===== src/rtl/board_controller.sv =====
`default_nettype none
// ---------------------------------------------------------------------------
// board_controller: Connect Four move acceptance, bottom-up column scan and
// token placement on a 6x7 board. Rev 1.0
// ---------------------------------------------------------------------------
module board_controller (
  input  logic       clock,
  input  logic       reset,
  input  logic       pve,
  input  logic       new_game,
  input  logic [6:0] human_move,
  input  logic       human_confirm,
  input  logic [6:0] bot_move,
  input  logic       bot_confirm,
  input  logic       game_won,
  output logic [1:0] tokens [6][7],
  output logic       bot_turn,
  output logic [1:0] current_player,
  output logic [5:0] move_count,
  output logic       illegal,
  output logic       game_over
);

  localparam logic [1:0] S_IDLE  = 2'd0;
  localparam logic [1:0] S_SCAN  = 2'd1;
  localparam logic [1:0] S_PLACE = 2'd2;
  localparam logic [1:0] S_DONE  = 2'd3;

  logic [1:0] state_q, state_d;
  logic [1:0] board_q [6][7];
  logic [1:0] board_d [6][7];
  logic [1:0] player_q, player_d;
  logic [5:0] count_q, count_d;
  logic       illegal_q, illegal_d;
  logic       hc_prev_q, hc_prev_d;
  logic [2:0] col_q, col_d;
  logic [2:0] row_q, row_d;

  logic [6:0] sel_move;
  logic       sel_confirm;
  logic [2:0] sel_col;

  assign bot_turn       = pve & (player_q == 2'b10) & (state_q != S_DONE);
  assign game_over      = (state_q == S_DONE);
  assign current_player = player_q;
  assign move_count     = count_q;
  assign illegal        = illegal_q;
  assign tokens         = board_q;

  always_comb begin
    state_d   = state_q;
    board_d   = board_q;
    player_d  = player_q;
    count_d   = count_q;
    col_d     = col_q;
    row_d     = row_q;
    illegal_d = 1'b0;
    hc_prev_d = human_confirm;

    // Only the source whose turn it is can confirm; the bot's idle code is inert.
    sel_move    = bot_turn ? bot_move : human_move;
    sel_confirm = bot_turn ? (bot_confirm && (bot_move != 7'd9))
                           : (human_confirm && !hc_prev_q);
    sel_col = 3'd0;
    for (int i = 0; i < 7; i++) begin
      if (sel_move[i]) sel_col = 3'(i);
    end

    case (state_q)
      S_IDLE: begin
        if (game_won) begin
          state_d = S_DONE;
        end else if (sel_confirm) begin
          if (!$onehot(sel_move) || (board_q[0][sel_col] != 2'b00)) begin
            illegal_d = 1'b1;
          end else begin
            col_d   = sel_col;
            row_d   = 3'd5;
            state_d = S_SCAN;
          end
        end
      end
      S_SCAN: begin
        // row_q is held as the landing row once an empty cell is found
        if (board_q[row_q][col_q] == 2'b00) state_d = S_PLACE;
        else                                row_d   = row_q - 3'd1;
      end
      S_PLACE: begin
        board_d[row_q][col_q] = player_q;
        count_d  = count_q + 6'd1;
        player_d = ~player_q;
        state_d  = (count_q == 6'd41) ? S_DONE : S_IDLE;
      end
      default: ;
    endcase

    if (new_game) begin
      state_d   = S_IDLE;
      player_d  = 2'b01;
      count_d   = 6'd0;
      illegal_d = 1'b0;
      hc_prev_d = 1'b0;
      col_d     = 3'd0;
      row_d     = 3'd0;
      for (int r = 0; r < 6; r++)
        for (int c = 0; c < 7; c++)
          board_d[r][c] = 2'b00;
    end
  end

  always_ff @(posedge clock or negedge reset) begin
    if (!reset) begin
      state_q   <= S_IDLE;
      player_q  <= 2'b01;
      count_q   <= 6'd0;
      illegal_q <= 1'b0;
      hc_prev_q <= 1'b0;
      col_q     <= 3'd0;
      row_q     <= 3'd0;
      for (int r = 0; r < 6; r++)
        for (int c = 0; c < 7; c++)
          board_q[r][c] <= 2'b00;
    end else begin
      state_q   <= state_d;
      board_q   <= board_d;
      player_q  <= player_d;
      count_q   <= count_d;
      illegal_q <= illegal_d;
      hc_prev_q <= hc_prev_d;
      col_q     <= col_d;
      row_q     <= row_d;
    end
  end

endmodule
`default_nettype wire

===== config.mk =====
export PLATFORM = sky130hd
export DESIGN_NAME = board_controller
export DESIGN_NICKNAME = d
export VERILOG_FILES = /design/src/rtl/board_controller.sv
export SDC_FILE = /design/constraint.sdc
export NUM_CORES = 1
export LEC_CHECK = 0
export ABC_AREA = 1
export CAP_MARGIN = 20
export CORE_ASPECT_RATIO = 2
export CORE_MARGIN = 2
export CORE_UTILIZATION = 25
export CTS_BUF_LIST = sky130_fd_sc_hd__clkbuf_4
export CTS_CLUSTER_SIZE = 20
export DETAILED_ROUTE_END_ITERATION = 8
export PLACE_DENSITY = 0.44
export SYNTH_ARGS = -nofsm -noshare
export SYNTH_HDL_FRONTEND = slang
export SYNTH_SLANG_ARGS = --single-unit

===== constraint.sdc =====
create_clock -name clock -period 11.3 [get_ports clock]
set_clock_uncertainty 0.1 [all_clocks]
set_input_delay 3.39 -clock clock [delete_from_list [all_inputs] [get_ports clock]]
set_output_delay 3.39 -clock clock [all_outputs]
set_load 0.01 [all_outputs]

==> impl_metrics.json, run 1 <==
{
  "layout_commonest_cell": "nand2_1",
  "drt_iter0_drc": 347,
  "timing.rr.end": "state_q[0]",
  "synth_compound_area_share_pct": 17.24,
  "power.share.combinational_pct": 32.4,
  "slew_headroom_pct": 35.31,
  "critPathRequiredTime_ns": 7.81,
  "synth_area_per_cell_um2": 7.987,
  "insertion_delay_ns": 0.50,
  "crit_cells": 6,
  "grt_pass1_wl_um": 29960,
  "crit_path_top_delay_cell": "clkdlybuf4s50_1",
  "vias": 5143,
  "p_per_area_nw_per_um2": 129.2,
  "endpoint_kind": "output pin",
  "ys_warn_count": 0,
  "finalNonFillerCells": 1045,
  "async_flop_share_pct": 100.0,
  "dp_hpwl_um": 14370,
  "r2r_cells": 16,
  "detail-route-antenna-nets": 0,
  "n_fill_cell": 2208,
  "cpLargestDelayFamily": "buffers and inverters",
  "hp-class": "flop to flop",
  "final_cell_mix": "nand2_1 (134), clkdlybuf4s50_1 (114), dfrtp_1 (101)",
  "final_core_util_pct": 32.86,
  "clkSinkCount": 102,
  "cts_buffer_depth": 2,
  "layout_min_cycle_time_ns": 8.218,
  "status": "finished clean",
  "track_usage_pct": 17.70,
  "setup_viol": 0,
  "critPathBufInv": 4,
  "power.switching_uw": 361.0,
  "critPathMaxFanout": 10,
  "yosys-mux-area-fraction_pct": 0,
  "routed_wl_um": 19690,
  "drive_gt1_share_pct": 6.710,
  "cp-startpoint": "pve",
  "core_um2": 20930,
  "crit_end": "bot_turn",
  "h-tree-depth": 3,
  "slew_violations": 0,
  "die_h_um": 210.1,
  "syn2layout_area_growth_pct": 29.47,
  "synth_top_family_by_area": "simple AND/OR/NAND/NOR gates",
  "start_kind": "primary input",
  "total_power_uw": 888.2,
  "place.port_buffers": 115,
  "drv_cap": 0,
  "swShare_pct": 40.64,
  "place.gp.congestion": 0.8005,
  "ys_seq_elements": 102,
  "grt_pass1_vias": 5322,
  "cts_hold_buffers": 0,
  "yosys.area_share.simple_pct": 22.87,
  "rows": 75,
  "root_buffer": "clkbuf_4",
  "power.leakage_nw": 2.933,
  "initial_core_util_pct": 25.38,
  "synthesis.area_um2": 5311,
  "grt_max_degree": 78,
  "crit_chain": "clkdlybuf4s50_1 > nand2_1 > inv_2 > nand2_4 > inv_4 > clkdlybuf4s50_1",
  "p_int_uw": 527.2,
  "overflow": 0,
  "place_inst": 1027,
  "synth_ff_type": "dfrtp_1",
  "synth_adder_area_share_pct": 3.157,
  "vias_per_cell": 4.922,
  "dieArea_um2": 22500,
  "worstPathArrival_ns": 4.73,
  "post-cts-setup-buffers": 0,
  "yosysSeqAreaShare_pct": 48.08,
  "multi_input_area_um2": 2321,
  "antenna_found_initial": 1,
  "die_w_um": 107.1,
  "clk_pin_slew_ns": 0.16,
  "rr_startpoint": "state_q[0]",
  "rsz0062_at_grt": "false",
  "peakVddDrop_mv": 0.04736,
  "r2r_slack_ns": 7.07,
  "cts_tree": "yes",
  "final_nets": 803,
  "clkPwrFrac_pct": 21.9,
  "io-pin-count": 116,
  "tightest_slew_ns": 0.9669,
  "max_stage_delay_ns": 0.53,
  "synth_nets": 697,
  "seqCellArea_um2": 2554,
  "ys_types": 38,
  "setup.worst_path.class": "primary input to output pin",
  "pwr-share-seq_pct": 45.7,
  "synth_edf_count": 0,
  "cts_buffers": 9,
  "fin_crit_sh_pct": 72.73,
  "critPathMostFrequentCell": "clkdlybuf4s50_1",
  "max_freq_mhz": 121.7,
  "whs_ns": 0.4374,
  "ctsResizeCount": 0,
  "firstDrtPassIters": 5,
  "synth-xor-area-share_pct": 0.3298,
  "drcViolationCount": 0,
  "hold_violations": 0,
  "routedWlPerCell_um": 18.84,
  "setup_tns_ns": 0,
  "synthCells": 665
}
==> registers in the layout, summed over array words and instances, names as in the netlist <==
name,cells
state_q,2
current_player,2
row_q,3
tokens,84
col_q,3
hc_prev_q,1
move_count,6
illegal,1
==> metal layers <==
layer | share of wire [%] | track usage [%]
met2 | 54 | 32.23
met4 | 3.9 | 8.509
met1 | 38 | 19.91
met3 | 3.9 | 2.350
met5 | 0 | 0
==> worst min-delay path by stage <==
stage,start,to,depth (start not counted)
floorplan,row_q[1],row_q[1],2
global placement,move_count[5],move_count[5],1
detailed placement,tokens[58],tokens[58],2
CTS,move_count[5],move_count[5],1
global route,move_count[5],move_count[5],1
finish,move_count[5],move_count[5],1
==> worst register-to-register path: cells and delay by family, from the launching register on <==
kind | cells | cell delay [ns]
adder cells (fa/ha/maj) | 5 | 2.11
AND/OR/NAND/NOR | 9 | 1.35
flip-flops | 1 | 0.46
AO/OA/AOI/OAI | 1 | 0.08
buffers and inverters | 1 | 0.05
==> cell type report <==
type                       instances  share of cell area (%)
timing repair buffer             120                   17.50
clock inverter                     6                  0.9098
tap                              269                   4.894
sequential                       102                   37.14
multi-input combinational        451                   33.75
inverter                          87                   4.785
antenna                            1                 0.03639
clock buffer                       9                  0.9825
==> metrics by stage <==
stage               cell area, µm²  worst slack, ns
floorplan                     5311            4.112
global placement              6711            3.081
detailed placement            6711            3.083
CTS                           6842            3.073
global route                  6877            3.013
finish                        6877            3.082
==> cells by family after synthesis <==
| family | Yosys count |
|---|---|
| AOI/OAI and AO/OA | 165 |
| xor gates and xnor gates | 2 |
| adders and majority gates | 11 |
| buffers and inverters | 112 |
| DFF | 102 |
| and+or+nand+nor | 273 |
==> Yosys cell counts, drive strengths merged, types with 7 or more instances <==
master	count	area (µm²)
buf	14	71.32
nor2	44	172.7
ha	7	87.58
o22ai	48	300.3
nand3	62	332.8
nor3	12	60.06
o21ai	90	457.9
nand2	145	576.8
a21oi	22	117.6
dfrtp	101	2527
clkbuf	11	41.29
inv	86	325.3
==> power by group through the flow <==
stage | Sequential, mW | Combinational (mW) | Clock (mW)
after global routing | 0.409 | 0.320 | 0.217
after CTS | 0.407 | 0.288 | 0.204
final | 0.406 | 0.288 | 0.195
after detailed placement | 0.413 | 0.286 | 0
after floorplan | 0.406 | 0.185 | 0
after global placement | 0.412 | 0.280 | 0
Power figures use the tool's default switching activity.
==> inputs of run 2 (changes only) <==
==> constraint.sdc (replaced) <==
create_clock -name clock -period 7.8 [get_ports clock]
set_clock_uncertainty 0.1 [all_clocks]
set_input_delay 2.34 -clock clock [delete_from_list [all_inputs] [get_ports clock]]
set_output_delay 2.34 -clock clock [all_outputs]
set_load 0.01 [all_outputs]
==> run 2 against run 1 <==
Effect of this change: routed wire length is 1.2% lower; total power is 42% higher; clock-buffer cell count stayed put; global-route usage is 0.098 points lower; combinational power is 44% higher; core utilization is 0.16 points lower; critical path depth stayed put; sequential cell count stayed put; hold slack worse by 0.011 ns; worst setup slack worse by 1.4 ns; die area stayed put; critical path type unchanged; critical endpoint unchanged; largest power group unchanged.
==> impl_metrics.json, run 2 (same netlist as run 1, synthesis figures left out) <==
{
  "endpoint_kind": "output pin",
  "p_per_area_nw_per_um2": 183.7,
  "fin_crit_sh_pct": 78.62,
  "critPathRequiredTime_ns": 5.36,
  "setup_tns_ns": 0,
  "drv_cap": 0,
  "whs_path_depth": 1,
  "r2r_slack_ns": 3.62,
  "detail-route-antenna-nets": 0,
  "crit_chain": "clkdlybuf4s50_1 > nand2_1 > inv_2 > nand2_4 > inv_4 > clkdlybuf4s50_1",
  "hp-start": "move_count[5]",
  "syn2layout_area_growth_pct": 28.86,
  "grt_pass1_wl_um": 29840,
  "peakVddDrop_mv": 0.07948,
  "hold_violations": 0,
  "routed_wl_um": 19450,
  "cts_tree": "yes",
  "vias": 5103,
  "antenna_found_initial": 1,
  "clk_pin_slew_ns": 0.16,
  "grt_max_degree": 72,
  "grt_pass1_vias": 5197,
  "layout_commonest_cell": "nand2_1",
  "drt_iter0_drc": 300,
  "slew_violations": 0,
  "drive_gt1_share_pct": 6.830,
  "h-tree-depth": 3,
  "clkSinkCount": 102,
  "core_um2": 20930,
  "cts_hold_buffers": 0,
  "hp-class": "flop to flop",
  "slew_headroom_pct": 24.71,
  "firstDrtPassIters": 7,
  "dpl_cell_area_um2": 6726,
  "max_freq_mhz": 163.1,
  "place.port_buffers": 115,
  "critPathMostFrequentCell": "clkdlybuf4s50_1",
  "setup_viol": 0,
  "final_cell_mix": "nand2_1 (134), clkdlybuf4s50_1 (114), dfrtp_1 (101)",
  "setup.worst_path.class": "primary input to output pin",
  "start_kind": "primary input",
  "crit_end": "bot_turn",
  "insertion_delay_ns": 0.49,
  "crit_path_top_delay_cell": "clkdlybuf4s50_1",
  "total_power_mw": 1.257,
  "largest_register_ffs": 84,
  "tightest_slew_ns": 1.121,
  "rows": 75,
  "initial_core_util_pct": 25.38,
  "power.leakage_nw": 2.923,
  "final_nets": 803,
  "seqCellArea_um2": 2554,
  "whs_ns": 0.4262,
  "rsz0062_at_grt": "false",
  "ctsResizeCount": 0,
  "die_w_um": 107.1,
  "max_stage_delay_ns": 0.53,
  "overflow": 0,
  "dieArea_um2": 22500,
  "critPathMaxFanout": 10,
  "post-cts-setup-buffers": 0,
  "drcViolationCount": 0,
  "status": "finished clean",
  "cts_buffer_depth": 2,
  "worstPathArrival_ns": 3.69,
  "cp-startpoint": "pve",
  "fin_area_um2": 6844,
  "n_fill_cell": 2250,
  "root_buffer": "clkbuf_4",
  "crit_cells": 6,
  "rr_startpoint": "state_q[0]",
  "track_usage_pct": 17.60,
  "cpLargestDelayFamily": "buffers and inverters",
  "layout_min_cycle_time_ns": 6.132,
  "die_h_um": 210.1,
  "timing.rr.end": "col_q[1]",
  "vias_per_cell": 4.879,
  "dp_hpwl_um": 14290,
  "critPathBufInv": 4,
  "place.gp.congestion": 0.8113,
  "io-pin-count": 116,
  "multi_input_area_um2": 2321,
  "r2r_cells": 14,
  "cts_buffers": 9,
  "routedWlPerCell_um": 18.60
}
[run 2: worst min path at each step]
stage               endpoint  slack [ns]
2_1_floorplan       row_q[1]        0.38
3_3_place_gp   move_count[5]        0.40
3_5_place_dp        row_q[1]        0.41
4_1_cts        move_count[5]        0.43
5_1_grt        move_count[5]        0.46
6_report       move_count[5]        0.43
[run 2: final cells by class]
type	count	share of cell area [%]
clock inverter	7	0.6947
inverter	87	4.808
tap	269	4.918
sequential	102	37.31
antenna	1	0.03656
timing repair buffer	120	17.33
clock buffer	9	0.9872
multi-input combinational	451	33.91
[run 2: per-layer routing]
layer  vias to the layer above  track usage (%)  routed length [µm]
li1                       2447                -                   -
met5                         -                0                   0
met1                      2438            19.85                7382
met4                         0            9.628                 961
met3                        43            2.443                 792
met2                       175            31.36               10320
[run 2: metrics by stage]
stage          worst slack (ns)  std cells  util [%]
2_1_floorplan             2.310        665         -
3_3_place_gp              1.609       1029     32.14
3_5_place_dp              1.514       1029     32.14
4_1_cts                   1.665       1045     32.69
5_1_grt                   1.627       1046     32.71
6_report                  1.668       1046     32.71
[run 2: report_power, final]
part           internal, mW  switching, mW
clock                0.0662          0.190
sequential            0.553         0.0338
combinational         0.116          0.298
==> inputs of run 3 (changes only) <==
==> constraint.sdc (replaced) <==
create_clock -name clock -period 5.7 [get_ports clock]
set_clock_uncertainty 0.1 [all_clocks]
set_input_delay 1.71 -clock clock [delete_from_list [all_inputs] [get_ports clock]]
set_output_delay 1.71 -clock clock [all_outputs]
set_load 0.01 [all_outputs]
==> run 3 against run 2 <==
Effect of this change: clock-buffer cell count stayed put; sequential power is 37% higher; sequential share of layout area is 0.48 points lower; first-iteration DRC count is 20% higher; non-clock buffer count is 4 higher; critical endpoint is now col_q[1]; largest cell class unchanged.
==> impl_metrics.json, run 3 (same netlist as run 1, synthesis figures left out) <==
{
  "status": "finished clean",
  "core_um2": 20930,
  "final_nets": 807,
  "vias_per_cell": 4.864,
  "place.port_buffers": 115,
  "io-pin-count": 116,
  "drt_iter0_drc": 359,
  "slew_headroom_pct": 46.93,
  "endpoint_kind": "flop",
  "critPathMostFrequentCell": "fa_1",
  "h-tree-depth": 3,
  "critPathRequiredTime_ns": 6.01,
  "rr_startpoint": "state_q[0]",
  "critPathMaxFanout": 10,
  "initial_core_util_pct": 25.38,
  "cp-startpoint": "pve",
  "pre_cts_slack_ns": 0.03937,
  "seqCellArea_um2": 2554,
  "rows": 75,
  "slew_violations": 0,
  "p_per_area_nw_per_um2": 262.4,
  "final_cell_mix": "nand2_1 (136), clkdlybuf4s50_1 (114), dfrtp_1 (101)",
  "hp-start": "move_count[5]",
  "peakVddDrop_mv": 0.09856,
  "power.leakage_nw": 2.973,
  "rsz0062_at_grt": "false",
  "finalNonFillerCells": 1050,
  "overflow": 0,
  "p_int_mw": 1.097,
  "clkSinkCount": 102,
  "hold_violations": 0,
  "max_freq_mhz": 195.3,
  "setup.worst_path.class": "primary input to flop",
  "post-cts-setup-buffers": 0,
  "detail-route-antenna-nets": 0,
  "grt_max_degree": 77,
  "track_usage_pct": 17.87,
  "fin_crit_sh_pct": 89.82,
  "routed_wl_um": 19710,
  "firstDrtPassIters": 5,
  "insertion_delay_ns": 0.50,
  "whs_path_depth": 1,
  "clk_pin_slew_ns": 0.17,
  "layout_commonest_cell": "nand2_1",
  "swShare_pct": 39.69,
  "power.switching_uw": 722.3,
  "fin_ws_ns": 0.5802,
  "cts_tree": "yes",
  "start_kind": "primary input",
  "place_inst": 1031,
  "setup_tns_ns": 0,
  "routedWlPerCell_um": 18.77,
  "dpl_cell_area_um2": 6736,
  "antenna_found_initial": 1,
  "layout_min_cycle_time_ns": 5.120,
  "drv_cap": 0,
  "fin_area_um2": 6934,
  "hp-class": "flop to flop",
  "syn2layout_area_growth_pct": 30.55,
  "clkPwrFrac_pct": 24.4,
  "n_fill_cell": 2190,
  "drcViolationCount": 0,
  "crit_path_top_delay_cell": "fa_1",
  "worstPathArrival_ns": 5.43,
  "setup_viol": 0,
  "crit_chain": "clkdlybuf4s50_1 > nand2_1 > inv_2 > nand2_4 > nand2_1 > o21ai_2 > fa_1 > inv_1 > fa_1 > fa_1 > fa_1 > nor3b_1 > nand4_2 > o21ai_0 > nor2_1",
  "vias": 5107,
  "r2r_cells": 14,
  "r2r_slack_ns": 1.51,
  "largest_register_ffs": 84,
  "multi_input_area_um2": 2316,
  "critPathBufInv": 3,
  "grt_pass1_vias": 5234,
  "whs_ns": 0.4212,
  "ctsResizeCount": 0,
  "die_w_um": 107.1,
  "dieArea_um2": 22500,
  "tightest_slew_ns": 0.7899,
  "grt_pass1_wl_um": 30240,
  "power.share.combinational_pct": 31.5,
  "max_stage_delay_ns": 0.54,
  "root_buffer": "clkbuf_4",
  "pwr-share-seq_pct": 44.1,
  "cts_buffers": 9,
  "place.gp.congestion": 0.8163,
  "crit_cells": 15,
  "drive_gt1_share_pct": 7.051,
  "die_h_um": 210.1,
  "cpLargestDelayFamily": "adder cells",
  "cts_buffer_depth": 2,
  "cts_hold_buffers": 0,
  "dp_hpwl_um": 14500
}
run 3: worst paths after layout:
| kind | end |
|---|---|
| worst max-delay path | col_q[1] |
| worst min-delay path | move_count[5] |
| worst max register to register | col_q[1] |
| worst min register to register | move_count[5] |
| max in group asynchronous | current_player[0] |
| min in group asynchronous | tokens[14] |
run 3: metal layers:
metal	global-route usage, %	wire length, µm	vias up
met3	2.288	765	34
met5	0	0	-
met2	32.85	10690	156
met4	8.912	765	0
met1	19.72	7485	2470
li1	-	-	2447
run 3: area by class of cell:
type,count,area share [%]
Antenna cell,1,0.03609
Clock buffer,9,0.9744
Clock inverter,7,1.371
Inverter,87,4.746
Multi-Input combinational cell,451,33.40
Sequential cell,102,36.83
Tap cell,269,4.854
Timing Repair Buffer,124,17.79
run 3: power by group through the flow:
| stage | combinational (mW) | sequential (mW) | clock, mW |
|---|---|---|---|
| after floorplan | 0.368 | 0.804 | 0 |
| after global placement | 0.560 | 0.815 | 0 |
| after detailed placement | 0.570 | 0.816 | 0 |
| after CTS | 0.573 | 0.803 | 0.461 |
| after global routing | 0.631 | 0.809 | 0.487 |
| final | 0.573 | 0.802 | 0.445 |
run 3: per-stage QoR:
stage | util [%] | power (mW)
after floorplan | - | 1.172
after global placement | 32.19 | 1.376
after detailed placement | 32.19 | 1.386
after CTS | 32.97 | 1.838
after global routing | 33.14 | 1.926
final | 33.14 | 1.820
